File: config.mk
export PLATFORM = sky130hd
export DESIGN_NAME = hazard_controller
export DESIGN_NICKNAME = d
export VERILOG_FILES = /design/src/rtl/hazard_controller.sv
export SDC_FILE = /design/constraint.sdc
export NUM_CORES = 1
export LEC_CHECK = 0
export CAP_MARGIN = 10
export CORE_MARGIN = 5
export CORE_UTILIZATION = 30
export CTS_BUF_LIST = sky130_fd_sc_hd__clkbuf_8 sky130_fd_sc_hd__clkbuf_16
export DETAILED_ROUTE_END_ITERATION = 16
export HOLD_SLACK_MARGIN = 0.03
export MAX_ROUTING_LAYER = met4
export PLACE_DENSITY_LB_ADDON = 0.05
export RECOVER_POWER = 100
export SLEW_MARGIN = 20
export SYNTH_ARGS = -nofsm -noshare
export SYNTH_HDL_FRONTEND = slang
export SYNTH_SLANG_ARGS = --single-unit
File: constraint.sdc
create_clock -name CLK -period 2.85 [get_ports CLK]
set_input_delay 0.855 -clock CLK [delete_from_list [all_inputs] [get_ports CLK]]
set_output_delay 0.855 -clock CLK [all_outputs]
set_load 0.005 [all_outputs]
File: src/rtl/hazard_controller.sv
`timescale 1ns/1ps
`default_nettype none
// +--------------------------------------------------------------------------+
// | Module      : hazard_controller                                          |
// | Description : Pipeline sequencing controller for the 5-stage MIPS core.  |
// |               Drives every latch enable and bubble flush for PC, IF/ID,  |
// |               ID/EX, EX/MEM and MEM/WB. Handles load-use stalls, imem    |
// |               and dmem wait states, taken-branch/jump redirects, halt.   |
// |               Optional macro HAZARD_PERF_EN adds the stall_cycles and    |
// |               flush_count performance counters.                          |
// | Revision    : 1.0  initial release                                       |
// +--------------------------------------------------------------------------+
module hazard_controller #(
  parameter int TIMEOUT_CYCLES = 1024,
  parameter int TW             = 11
) (
  input  logic        CLK,
  input  logic        nRST,
  input  logic [4:0]  id_rs,
  input  logic [4:0]  id_rt,
  input  logic        id_uses_rt,
  input  logic [4:0]  ex_rd,
  input  logic        ex_memread,
  input  logic        ex_redirect,
  input  logic        mem_dreq,
  input  logic        dhit,
  input  logic        ihit,
  input  logic        mem_halt,
  output logic        pc_en,
  output logic        ifid_en,
  output logic        idex_en,
  output logic        exmem_en,
  output logic        memwb_en,
  output logic        ifid_flush,
  output logic        idex_flush,
  output logic        exmem_flush,
  output logic        halted,
  output logic        mem_timeout,
`ifdef HAZARD_PERF_EN
  output logic [31:0] stall_cycles,
  output logic [31:0] flush_count,
`endif
  output logic [1:0]  state_o
);

  typedef enum logic [1:0] {
    ST_RUN      = 2'd0,
    ST_MEMWAIT  = 2'd1,
    ST_REDIRECT = 2'd2,
    ST_HALTED   = 2'd3
  } state_t;

  // Control bundle layout: {pc, ifid, idex, exmem, memwb, ifid_f, idex_f, exmem_f}
  localparam logic [7:0] c_CTL_NONE  = 8'b0000_0000;
  localparam logic [7:0] c_CTL_ALL   = 8'b1111_1000;
  localparam logic [7:0] c_CTL_REDIR = 8'b1111_1110;
  localparam logic [7:0] c_CTL_LU    = 8'b0011_1010;
  localparam logic [7:0] c_CTL_IMISS = 8'b0111_1100;
  // Wrong-path fetch draining: bubble into ID, PC advances only when the fetch lands
  localparam logic [6:0] c_CTL_DRAIN_LO = 7'b111_1100;

  localparam logic [TW-1:0] c_TIMEOUT = TW'(TIMEOUT_CYCLES);
  localparam logic [TW-1:0] c_ONE     = TW'(1);

  state_t          state_q;
  logic [TW-1:0]   cnt_q;
  logic [TW-1:0]   cnt_d;
  logic            pend_q;
  logic            timeout_q;
  logic            load_use;
  logic            dstall;
  logic [7:0]      ctl;

  // A load in EX feeding the ID instruction cannot be forwarded in time; r0 never hazards
  assign load_use = ex_memread && (ex_rd != 5'd0) &&
                    ((ex_rd == id_rs) || (id_uses_rt && (ex_rd == id_rt)));
  assign dstall   = mem_dreq && !dhit;
  assign cnt_d    = (cnt_q == {TW{1'b1}}) ? cnt_q : cnt_q + c_ONE;

  // Select the enable/flush set from registered state plus this cycle's events
  always_comb begin
    ctl = c_CTL_NONE;
    unique case (state_q)
      ST_RUN: begin
        if (mem_halt || dstall) begin
          ctl = c_CTL_NONE;
        end else if (ex_redirect) begin
          ctl = c_CTL_REDIR;
        end else if (load_use) begin
          ctl = c_CTL_LU;
        end else if (!ihit) begin
          ctl = c_CTL_IMISS;
        end else begin
          ctl = c_CTL_ALL;
        end
      end
      ST_MEMWAIT: begin
        if (dhit) begin
          // A redirect interrupted by the dmem wait resumes draining its fetch
          if (pend_q) begin
            ctl = {ihit, c_CTL_DRAIN_LO};
          end else if (ex_redirect) begin
            ctl = c_CTL_REDIR;
          end else if (load_use) begin
            ctl = c_CTL_LU;
          end else begin
            ctl = c_CTL_ALL;
          end
        end
      end
      ST_REDIRECT: begin
        if (!(mem_halt || dstall)) begin
          ctl = {ihit, c_CTL_DRAIN_LO};
        end
      end
      ST_HALTED: begin
        ctl = c_CTL_NONE;
      end
    endcase
    // Everything is frozen while reset is held, independent of the clock
    if (!nRST) begin
      ctl = c_CTL_NONE;
    end
  end

  assign {pc_en, ifid_en, idex_en, exmem_en, memwb_en,
          ifid_flush, idex_flush, exmem_flush} = ctl;

  // Sequencer state, wait counter, deferred-redirect flag and sticky timeout
  always_ff @(posedge CLK or negedge nRST) begin
    if (!nRST) begin
      state_q   <= ST_RUN;
      cnt_q     <= '0;
      pend_q    <= 1'b0;
      timeout_q <= 1'b0;
    end else begin
      unique case (state_q)
        ST_RUN: begin
          if (mem_halt) begin
            state_q <= ST_HALTED;
          end else if (dstall) begin
            state_q <= ST_MEMWAIT;
            cnt_q   <= c_ONE;
            pend_q  <= 1'b0;
          end else if (ex_redirect && !ihit) begin
            state_q <= ST_REDIRECT;
          end
        end
        ST_MEMWAIT: begin
          cnt_q <= cnt_d;
          // Counter holds the number of the current wait cycle
          if (cnt_q >= c_TIMEOUT) begin
            timeout_q <= 1'b1;
          end
          if (dhit) begin
            pend_q <= 1'b0;
            if (pend_q) begin
              state_q <= ihit ? ST_RUN : ST_REDIRECT;
            end else if (ex_redirect && !ihit) begin
              state_q <= ST_REDIRECT;
            end else begin
              state_q <= ST_RUN;
            end
          end
        end
        ST_REDIRECT: begin
          if (mem_halt) begin
            state_q <= ST_HALTED;
          end else if (dstall) begin
            state_q <= ST_MEMWAIT;
            cnt_q   <= c_ONE;
            pend_q  <= 1'b1;
          end else if (ihit) begin
            state_q <= ST_RUN;
          end
        end
        ST_HALTED: begin
          state_q <= ST_HALTED;
        end
      endcase
    end
  end

  assign halted      = (state_q == ST_HALTED);
  assign mem_timeout = timeout_q;
  assign state_o     = state_q;

`ifdef HAZARD_PERF_EN
  logic [31:0] stall_q;
  logic [31:0] flush_q;

  // Performance counters; a redirect is the only ID/EX flush that lets the PC advance
  always_ff @(posedge CLK or negedge nRST) begin
    if (!nRST) begin
      stall_q <= '0;
      flush_q <= '0;
    end else begin
      if (!pc_en && !halted) begin
        stall_q <= stall_q + 32'd1;
      end
      if (idex_flush && pc_en) begin
        flush_q <= flush_q + 32'd1;
      end
    end
  end

  assign stall_cycles = stall_q;
  assign flush_count  = flush_q;
`endif

endmodule
`default_nettype wire

==> metrics <==
DR pass1 iterations 6; Syn. warnings 0; share of cells above drive strength 1 37.61%; crit-path max FO 3; mux contribution to synthesized area 4.554%; post-synthesis compound-gate area fraction 25.71%; H-tree levels 1; Cell Rows 24; Clock Power Share 10.7%; fin crit share 108.0%; count of input and output buffers 34; DRT antenna net count 0; fin crit period 3.077 ns; sequential cell area 375.4 µm²; multi-input logic area 973.4 µm²; top achievable clock speed 325.0 MHz; worst hold slack 0.4596 ns; max cap viols 0; Slew headroom 43.84%; Mapped Nets 188; failing checks setup timing; internal power 0.8964 mW; ys flop type dfrtp_1; Worst setup SP type input pin; Die ar. 0.005822 mm²; switching fraction of total power 43.90%; GP Congestion 0.8145; largest net degree at the start of global routing 16; post-DR vias/cell 4.962; Comb power frac 67.2%; TritonCTS clock tree built; placed insts 266; synthesized netlist cell count 159; Fillers 442; Worst R2R Start state_o[0]; Crit Path Class in2out; post-DR wirelength/cell 14.06 µm; Initial Utilization 30.50%; Worst EP arrival 2.22 ns; adder-cell area share of the yosys netlist 4.744%; fin cells 286; Post-Syn Area per Cell 8.294 µm²; Post-Synth Simple-Gate Area 23.91%; vias in the first global route 1,532; area of the core 0.004324 mm²; worst reg2reg setup slack 0.67 ns; total CTS buffers 3; PwrDens 752.1 mW/mm²; clk sinks 15; Worst Slack Setup Final -0.2273 ns; post-synthesis sequential area ratio 28.46%; P&R area growth vs syn 61.10%; cts hold-fix bufs 0; sequential share of power 22.0%; final wirelength 4.021 mm; fin nets 264; Worst setup endpoint idex_flush; worst endpoint required time 2.00 ns; Setup TNS Final -1.059 ns; Worst Hold Class reg2reg; routed via count 1,419; Clock Path Buffers 2; clk_skew 0.003532 ns; die width 76.30 µm; unrepaired setup endpoints after global routing true; # diodes 0; #FFs+latches synth 15; synthesized area 0.001319 mm²; clk_lat worst skew 0.25 ns; run status finished, violations left; largest family of logic cells by synthesized area compound AO/OA/AOI/OAI gates; Worst Setup End Kind output port; final number of hold-violating endpoints 0; Overall Global Routing Usage 14.15%; Peak VDD IR 0.0003026 V; Synth Area in XOR/XNOR 6.641%; count of different cell masters after synthesis 50; Tightest Pin Transition 0.8423 ns; Leak 0.9716 nW; height of the die 76.30 µm; Root Buffer Master clkbuf_8; initial antenna violation count 0; Async SR Flop Fraction 100.0%; reg2reg path depth 7; number of flops mapped to enable cells by yosys 0; grt total ovfl 0; Switch Pwr 0.7015 mW; r2r endpoint cnt_q[0]; clk slew on worst S/H paths 0.06 ns; CP Launch Point ex_rd[1]; Post-DP HPWL 3.028 mm; DRT iter0 DRCs 48; setup violators final 7; first-pass GRT wire length 6.817 mm; DR DRC count 0; I/O Pins 36; cell area after layout 0.002125 mm²; count of pins over their slew limit 0; dpl cell area 0.001886 mm²
[flip-flops by register name, indices dropped and copies added, names as in the netlist]
register and cells:
mem_timeout 1, state_o 2, pend_q 1, cnt_q 11
[layer usage]
metal | global-route usage [%] | vias up | share of wire (%)
met3 | 1.064 | 4 | 3.3
met2 | 24.74 | 32 | 50
met1 | 16.82 | 665 | 45
li1 | - | 718 | -
met5 | - | - | 0
met4 | 5.420 | 0 | 1.2
[cells in the final DEF, fill, tap and decap left out, drive strengths merged, types with 5 or more instances in the layout]
| cell type | count |
|---|---|
| nor2 | 14 |
| buf | 50 |
| ha | 5 |
| nand2 | 19 |
| nand2b | 5 |
| o21ai | 17 |
| clkbuf | 12 |
| dfrtp | 15 |
| a21oi | 9 |
| inv | 10 |
| xor2 | 9 |
| dlygate4sd2 | 7 |
[worst max-delay path, cell delays in order]
cell	delay (ns)
buf_8	0.10
buf_4	0.12
or4_4	0.42
o21ai_4	0.15
nor2_2	0.07
buf_4	0.13
o221a_4	0.25
buf_6	0.11
[cell type report]
type	instances	area share (%)
repair buffers	77	29.74
clock buffers	3	1.943
multi-input cells	129	45.82
flip-flops and latches	15	17.67
well taps	52	3.062
inverters	9	1.590
clock inverters	1	0.1767
[worst min-delay path by stage]
stage / end / startpoint / cells past startpoint / slack [ns]
finish: mem_timeout / mem_timeout / 1 / 0.46
global route: mem_timeout / mem_timeout / 1 / 0.49
CTS: mem_timeout / mem_timeout / 1 / 0.47
detailed placement: mem_timeout / mem_timeout / 1 / 0.45
global placement: mem_timeout / mem_timeout / 1 / 0.45
floorplan: cnt_q[6] / cnt_q[6] / 1 / 0.45
[Yosys cell counts, types with 3 or more instances]
library cell | number | area [µm²]
nand2_1 | 19 | 71.32
dfrtp_1 | 15 | 375.4
o21ai_0 | 15 | 75.07
nor2_1 | 12 | 45.04
a21oi_1 | 9 | 45.04
inv_1 | 9 | 33.78
xor2_1 | 9 | 78.83
ha_1 | 5 | 62.56
nand2b_1 | 5 | 31.28
nand3_1 | 4 | 20.02
nor3_1 | 4 | 20.02
a31oi_1 | 3 | 18.77
buf_4 | 3 | 22.52
nor2b_1 | 3 | 18.77
[stage by stage]
step	total power, mW	setup WS (ns)	util (%)
5_1_grt	1.745	-0.3185	49.13
3_3_place_gp	1.366	-0.9498	43.61
2_1_floorplan	0.9475	0.04054	-
6_report	1.598	-0.2273	49.13
3_5_place_dp	1.377	-0.9698	43.61
4_1_cts	1.619	-0.3366	48.58
[cells by family (layout without fill, tap and decap cells)]
kind of cell               count (synthesis)  count (layout)
AOI/OAI and AO/OA                         49              49
xor gates and xnor gates                  10              10
and+or+nand+nor                           59              59
muxes                                      5               5
adders and majority gates                  5               5
buffers and inverters                     15              90
other                                      1               1
DFF                                       15              15
[repair_timing]
action | 4_1_cts | 5_1_grt
endpoints found under the hold margin | 0 | 0
buffers inserted | 14 | 2
cloned | 0 | 0
endpoints found under the setup margin | 7 | 7
resized for setup | 106 | 14
pin swaps | 28 | 9
[power groups by stage]
stage	registers, mW	clock network (mW)	logic, mW
after CTS	0.354	0.174	1.09
final	0.352	0.171	1.07
after floorplan	0.349	0	0.598
after global routing	0.362	0.184	1.20
after global placement	0.354	0	1.01
after detailed placement	0.356	0	1.02
(Power assumes the default switching activity.)
